<file path="config.mk">
export PLATFORM = sky130hd
export DESIGN_NAME = mem_access_unit
export DESIGN_NICKNAME = d
export VERILOG_FILES = /design/src/rtl/mem_access_unit_pkg.sv /design/src/rtl/mem_access_unit_load_align.sv /design/src/rtl/mem_access_unit.sv
export SDC_FILE = /design/constraint.sdc
export NUM_CORES = 1
export LEC_CHECK = 0
export ABC_AREA = 1
export CORE_MARGIN = 2
export CORE_UTILIZATION = 45
export CTS_BUF_LIST = sky130_fd_sc_hd__clkbuf_16
export DETAILED_ROUTE_END_ITERATION = 6
export PLACE_DENSITY = 0.84
export SLEW_MARGIN = 20
export SYNTH_ARGS = -nofsm -noshare
export SYNTH_HDL_FRONTEND = slang
export SYNTH_HIERARCHICAL = 1
export SYNTH_SLANG_ARGS = --single-unit
</file>
<file path="constraint.sdc">
create_clock -name clk -period 2.2 [get_ports clk]
set_input_delay 0.44 -clock clk [delete_from_list [all_inputs] [get_ports clk]]
set_output_delay 0.44 -clock clk [all_outputs]
set_load 0.005 [all_outputs]
</file>
<file path="src/rtl/mem_access_unit_pkg.sv">
// mem_access_pkg: shared types for the data-memory access unit.
//   size_e     - transfer size encoding (byte/half/word/dword)
//   state_e    - access controller FSM states
//   bytes_of() - number of bytes moved for a given size code
package mem_access_pkg;

  typedef enum logic [1:0] {
    SZ_B = 2'd0,
    SZ_H = 2'd1,
    SZ_W = 2'd2,
    SZ_D = 2'd3
  } size_e;

  typedef enum logic [1:0] {
    ST_IDLE  = 2'd0,
    ST_ISSUE = 2'd1,
    ST_WAIT  = 2'd2,
    ST_RESP  = 2'd3
  } state_e;

  function automatic logic [3:0] bytes_of(input logic [1:0] size);
    return 4'd1 << size;
  endfunction

endpackage

</file>
<file path="src/rtl/mem_access_unit_load_align.sv">
// load_align: combinational load-data extractor.
// Shifts the selected lanes of a memory word down to bit 0, keeps
// bytes_of(size) bytes and sign- or zero-extends to DATA_W.
// Ports:
//   rdata    in  DATA_W  raw memory word
//   offset   in  OFF_W   byte offset of the access inside the word
//   size     in  2       size code (see mem_access_pkg::size_e)
//   sign_ext in  1       1 = sign-extend, 0 = zero-extend
//   ext_data out DATA_W  right-justified, extended load data
module load_align
  import mem_access_pkg::*;
#(
  parameter int DATA_W = 64,
  localparam int OFF_W = $clog2(DATA_W / 8)
) (
  input  logic [DATA_W-1:0] rdata,
  input  logic [OFF_W-1:0]  offset,
  input  logic [1:0]        size,
  input  logic              sign_ext,
  output logic [DATA_W-1:0] ext_data
);

  localparam logic [DATA_W-1:0] ONE = {{(DATA_W-1){1'b0}}, 1'b1};

  logic [DATA_W-1:0] shifted;
  logic [DATA_W-1:0] keep_mask;
  logic [DATA_W-1:0] top_bit;
  logic [6:0]        nbits;
  logic              neg;

  always_comb begin
    shifted = rdata >> {offset, 3'b000};
    nbits   = {bytes_of(size), 3'b000};
    // A full-width access cannot build its mask with a shift (it would overflow).
    if (nbits >= 7'(DATA_W)) keep_mask = '1;
    else                     keep_mask = (ONE << nbits) - ONE;
    top_bit  = keep_mask & ~(keep_mask >> 1);
    neg      = sign_ext && (|(shifted & top_bit));
    ext_data = (shifted & keep_mask) | (neg ? ~keep_mask : '0);
  end

endmodule

</file>
<file path="src/rtl/mem_access_unit.sv">
// mem_access_unit: DM-stage access controller for a fixed-latency,
// word-wide data memory. One outstanding request; valid/ready on both
// the request and the response side; byte/half/word/dword with lane
// masking, sign/zero extension and misalignment detection.
//
// Optional build macro: MEM_ACCESS_STATS_EN adds 32-bit wrapping
// counters stat_loads / stat_stores / stat_errs (bumped on the response
// handshake of each access type).
//
// Ports:
//   clk, reset (async, active low)
//   req_valid/req_ready/req_we/req_size/req_signed/req_addr/req_wdata - core request
//   rsp_valid/rsp_ready/rsp_rdata/rsp_err                             - core response
//   mem_en/mem_we/mem_addr/mem_wdata/mem_wmask/mem_rdata              - memory side
//
// state    | meaning
// ---------+-----------------------------------------------------------
// ST_IDLE  | req_ready high, waiting for a request
// ST_ISSUE | single cycle with mem_en high, address/data/mask driven
// ST_WAIT  | load in flight, counter counts down to the rdata cycle
// ST_RESP  | rsp_valid high, held until rsp_ready
module mem_access_unit
  import mem_access_pkg::*;
#(
  parameter int DATA_W  = 64,
  parameter int ADDR_W  = 64,
  parameter int MEM_LAT = 2
) (
  input  logic                clk,
  input  logic                reset,
  input  logic                req_valid,
  output logic                req_ready,
  input  logic                req_we,
  input  logic [1:0]          req_size,
  input  logic                req_signed,
  input  logic [ADDR_W-1:0]   req_addr,
  input  logic [DATA_W-1:0]   req_wdata,
  output logic                rsp_valid,
  input  logic                rsp_ready,
  output logic [DATA_W-1:0]   rsp_rdata,
  output logic                rsp_err,
  output logic                mem_en,
  output logic                mem_we,
  output logic [ADDR_W-1:0]   mem_addr,
  output logic [DATA_W-1:0]   mem_wdata,
  output logic [DATA_W/8-1:0] mem_wmask,
  input  logic [DATA_W-1:0]   mem_rdata
`ifdef MEM_ACCESS_STATS_EN
  ,
  output logic [31:0]         stat_loads,
  output logic [31:0]         stat_stores,
  output logic [31:0]         stat_errs
`endif
);

  localparam int NB    = DATA_W / 8;
  localparam int OFF_W = $clog2(NB);
  localparam int CNT_W = (MEM_LAT > 1) ? $clog2(MEM_LAT) : 1;
  localparam logic [CNT_W-1:0] CNT_LOAD = CNT_W'(MEM_LAT - 1);

  state_e            state;
  logic              r_we;
  logic [1:0]        r_size;
  logic              r_signed;
  logic [OFF_W-1:0]  r_off;
  logic [CNT_W-1:0]  cnt;

  logic [2:0]        align_bits;
  logic              illegal;
  logic [NB-1:0]     lane_fill;
  logic [NB-1:0]     lane_mask;
  logic [DATA_W-1:0] ext_data;

  always_comb begin
    align_bits = 3'(bytes_of(req_size) - 4'd1);
    illegal    = (|(req_addr[2:0] & align_bits)) ||
                 ((DATA_W == 32) && (req_size == SZ_D));
    if (bytes_of(req_size) >= 4'(NB)) lane_fill = '1;
    else lane_fill = (NB'(1) << bytes_of(req_size)) - NB'(1);
    lane_mask = lane_fill << req_addr[OFF_W-1:0];
  end

  load_align #(.DATA_W(DATA_W)) u_load_align (
    .rdata    (mem_rdata),
    .offset   (r_off),
    .size     (r_size),
    .sign_ext (r_signed),
    .ext_data (ext_data)
  );

  always_ff @(posedge clk or negedge reset) begin
    if (!reset) begin
      state     <= ST_IDLE;
      r_we      <= 1'b0;
      r_size    <= 2'd0;
      r_signed  <= 1'b0;
      r_off     <= '0;
      cnt       <= '0;
      req_ready <= 1'b1;
      rsp_valid <= 1'b0;
      rsp_rdata <= '0;
      rsp_err   <= 1'b0;
      mem_en    <= 1'b0;
      mem_we    <= 1'b0;
      mem_addr  <= '0;
      mem_wdata <= '0;
      mem_wmask <= '0;
    end else begin
      case (state)
        ST_IDLE: begin
          if (req_valid) begin
            r_we      <= req_we;
            r_size    <= req_size;
            r_signed  <= req_signed;
            r_off     <= req_addr[OFF_W-1:0];
            req_ready <= 1'b0;
            if (illegal) begin
              state     <= ST_RESP;
              rsp_valid <= 1'b1;
              rsp_err   <= 1'b1;
              rsp_rdata <= '0;
            end else begin
              // Memory-side outputs are registered here so ISSUE drives them glitch-free.
              state     <= ST_ISSUE;
              mem_en    <= 1'b1;
              mem_we    <= req_we;
              mem_addr  <= {req_addr[ADDR_W-1:OFF_W], {OFF_W{1'b0}}};
              mem_wdata <= req_wdata << {req_addr[OFF_W-1:0], 3'b000};
              mem_wmask <= req_we ? lane_mask : '0;
            end
          end
        end
        ST_ISSUE: begin
          mem_en    <= 1'b0;
          mem_we    <= 1'b0;
          mem_wmask <= '0;
          if (r_we) begin
            state     <= ST_RESP;
            rsp_valid <= 1'b1;
            rsp_err   <= 1'b0;
            rsp_rdata <= '0;
          end else begin
            state <= ST_WAIT;
            cnt   <= CNT_LOAD;
          end
        end
        ST_WAIT: begin
          // Terminal count lines up with the cycle mem_rdata is valid.
          if (cnt == '0) begin
            state     <= ST_RESP;
            rsp_valid <= 1'b1;
            rsp_err   <= 1'b0;
            rsp_rdata <= ext_data;
          end else begin
            cnt <= cnt - CNT_W'(1);
          end
        end
        ST_RESP: begin
          if (rsp_ready) begin
            state     <= ST_IDLE;
            rsp_valid <= 1'b0;
            rsp_err   <= 1'b0;
            rsp_rdata <= '0;
            req_ready <= 1'b1;
          end
        end
        default: state <= ST_IDLE;
      endcase
    end
  end

`ifdef MEM_ACCESS_STATS_EN
  always_ff @(posedge clk or negedge reset) begin
    if (!reset) begin
      stat_loads  <= '0;
      stat_stores <= '0;
      stat_errs   <= '0;
    end else if (state == ST_RESP && rsp_ready) begin
      if (rsp_err)   stat_errs   <= stat_errs + 32'd1;
      else if (r_we) stat_stores <= stat_stores + 32'd1;
      else           stat_loads  <= stat_loads + 32'd1;
    end
  end
`endif

endmodule
</file>
==> results of run 1 <==
[layout by cell type (no fill, tap or decap), types with 4 or more instances in the layout]
cell type,n
nand2_1,994
clkdlybuf4s50_1,399
dfrtp_1,209
nand3_1,182
o21ai_0,89
nand3b_1,65
buf_4,47
inv_1,42
nor2_1,35
clkbuf_16,24
a21oi_1,22
buf_12,19
o211ai_1,17
or2_2,7
inv_2,6
clkinv_1,6
o221ai_1,6
mux2i_1,6
nand2_2,4
nand3_4,4
nand3_2,4
ha_1,4
clkinv_2,4
[layout make-up]
| type | instances | area share, % |
|---|---|---|
| Tap cell | 378 | 2.63 |
| Multi-Input combinational cell | 1461 | 35.9 |
| Sequential cell | 212 | 29.5 |
| Timing Repair Buffer | 469 | 26.5 |
| Inverter | 49 | 1.05 |
| Clock buffer | 24 | 3.34 |
| Clock inverter | 19 | 1.03 |
[flip-flops by register name (all words and copies together) (netlist names)]
signal,flops
cnt,1
mem_addr,61
mem_en,1
mem_wdata,64
mem_we,1
mem_wmask,8
r_off,3
r_signed,1
r_size,2
r_we,1
req_ready,1
rsp_err,1
rsp_rdata,64
rsp_valid,1
state,2
[layer usage]
| metal | part of all wire [%] | track usage, % | up-vias |
|---|---|---|---|
| met4 | 5.2 | 15.3 | 0 |
| met2 | 48 | 52.2 | 625 |
| met1 | 38 | 36.5 | 6494 |
| li1 | - | - | 6614 |
| met3 | 8.7 | 6.19 | 128 |
| met5 | 0 | 0 | - |
[worst min-delay path, cell delays in order]
cell and delay [ns]:
buf_2 0.19, inv_4 0.13, o21ai_0 0.09
[repair_timing]
action / in CTS / in global routing
buffers inserted: 0 / 0
hold endpoints to repair: 44 / 0
hold buffers: 1 / 0
setup endpoints to repair: 0 / 1
resized for setup: 0 / 1
[worst max-delay path by stage]
stage,startpoint,endpoint,slack [ns],depth (start not counted)
3_5_place_dp,req_addr[1],rsp_rdata[13],-0.10,9
2_1_floorplan,r_off[0],rsp_rdata[61],0.44,14
5_1_grt,r_off[0],rsp_rdata[13],0.02,14
3_3_place_gp,req_addr[1],rsp_rdata[23],-0.07,9
4_1_cts,req_ready,req_ready,0.15,1
6_report,req_ready,req_ready,0.17,1
[where the power goes]
group | internal (mW) | switching, mW | total, mW
Sequential | 5.51 | 1.15 | 6.67
Clock | 2.35 | 1.68 | 4.02
Combinational | 5.45 | 6.21 | 11.7
Total | 13.3 | 9.04 | 22.3
[cell families (layout without fill, tap and decap cells)]
family | Yosys count | after routing
AOI/OAI and AO/OA | 147 | 147
adders and majority gates | 5 | 5
buffers and inverters | 181 | 561
DFF | 212 | 212
muxes | 6 | 6
other | 1 | 3
and+or+nand+nor | 1300 | 1300
[through the flow]
| stage | TNS (ns) | utilization (%) |
|---|---|---|
| floorplan | 0 | - |
| global placement | -2.71 | 62.0 |
| detailed placement | -4.15 | 62.0 |
| CTS | 0 | 64.9 |
| global route | 0 | 64.9 |
| finish | 0 | 64.9 |
==> run_results.csv, run 1 <==
group,metric,value,unit
run_status,run_status,"completed",
detailed_routing,drc,0,
synth,ys_seq_elements,212,
detailed_routing,first_pass_iters,6,
synth,yosysMostFrequentCell,"nand2_1",
synth,yosys.area_share.simple,43.3,%
detailed_routing,drt_iter0_drc,1331,
worst_hold_path,holdPathEnd,"r_off[0]",
worst_hold_path,hold_depth,3,
placement,place_area,17200,µm²
synth,synth_top_area_share,41.8,%
die,fp.dieH,172,µm
timing,period_share,92.5,%
critical_path,slowest_delay,0.55,ns
timing,slew_viol_final,0,
synth,synthArstFlopShare,100,%
clocking,cts_buffers,24,
die,num_rows,61,
critical_path,r2r_end,"rsp_rdata[19]",
die,die_w,172,µm
die,dieArea,29400,µm²
timing,fin_worst_skew,0.0112,ns
power,total_power,22.3,mW
timing,fin_crit,2.03,ns
timing,holdWs,0.378,ns
critical_path,r2r_slack,0.18,ns
critical_path,crit_fanout,2,
placement,port_buffers,401,
synth,netlist_area,12600,µm²
placement,dp_slack,-0.104,ns
cells_and_area,multi_input_area,6450,µm²
power,p_leak,9.00,nW
detailed_routing,dr_total_vias,13900,
synth,synth_top_cell_by_area,"dfrtp_1",
clocking,clk_pin_slew,0.06,ns
synth,syn_avg_cell_area,6.82,µm²
cells_and_area,final_cells,2612,
synth,ys_warn_count,6,
die,coreArea,27700,µm²
cells_and_area,seq_area,5310,µm²
run,max_cap_viol_count,0,
synth,synthAdderAreaFrac,0.495,%
critical_path,crit_required,1.76,ns
clocking,htreeDepth,1,
synth,netlist_top_cells_count,"994 x nand2_1, 211 x dfrtp_1, 182 x nand3_1",
timing,slew_headroom,64.3,%
synth,muxShareOfSynthArea,0.476,%
detailed_routing,wl_per_cell,17.7,µm
timing,maxClockFrequency,492,MHz
cells_and_area,area_delta_synth_final,42.3,%
grt,antenna_found_initial,1,
synth,synth_top_family_by_area,"simple AND/OR/NAND/NOR gates",
timing,setup_viol,0,
synth,synth-edff-count,0,
critical_path,ff2ff_path_depth,10,
timing,fin_ws,0.166,ns
grt,grt_pass1_vias,13200,
critical_path,endpoint_kind,"primary output",
cells_and_area,num-nets-final,2422,
worst_hold_path,hold_start,"req_addr[0]",
critical_path,cpMaxStageDelayCell,"dfstp_2",
clocking,insertion_delay,0.53,ns
synth,ys_top_cells_by_area,"dfrtp_1 42%, nand2_1 30%, nand3_1 7.2%, nand3b_1 3.9%, o21ai_0 3.5%",
cells_and_area,fillers,2381,
grt,grt_max_degree,86,
detailed_routing,antenna_left,0,
critical_path,worst-setup-path-type,"register to primary output",
cells_and_area,final_area,18000,µm²
timing,worst_slew_pin_slew,0.535,ns
worst_hold_path,hold_class,"input port to register",
grt,grt_pass1_wl,70400,µm
clocking,clock-sinks,212,
critical_path,cp.arrival,1.59,ns
critical_path,r2r_start,"r_off[0]",
timing,hold_violations,0,
placement,place_congestion,0.961,
synth,synth.distinct_cells,37,
placement,dp_hpwl,34500,µm
cells_and_area,antenna_cells,0,
cells_and_area,layout-drive-gt1-share,6.31,%
critical_path,cp_top_family,"flip-flops",
clocking,tritoncts,"yes",
synth,synthCells,1852,
critical_path,path_buf_inv,1,
grt,grt_usage,30.5,%
synth,synth_compound_area_share,6.57,%
synth,synth_ff_type,"dfrtp_1",
die,start_util,45.6,%
synth,synth_xor_area_share,0,%
placement,dp_cells,2568,
die,pin_count,405,
power,vdd_drop_max,0.697,mV
critical_path,start_kind,"register",
detailed_routing,via_per_inst,5.31,
power,power_density,1240,nW/µm²
synth,seq_area_frac_synth,42.0,%
critical_path,path_cells,"clkdlybuf4s50_1",
clocking,cts_buffer_depth,3,
grt,grt.overflow.total,0,
timing,rsz0062_at_grt,"false",
detailed_routing,wirelength,46200,µm
clocking,cts_root_buf,"clkbuf_16",
Power figures use the tool's default switching activity.
==> run 2: changes to the inputs <==
ABC_CLOCK_PERIOD_IN_PS = 2200   (was not set)
==> results of run 2 <==
The final DEF is identical to that of run 1; final timing and power are the same.
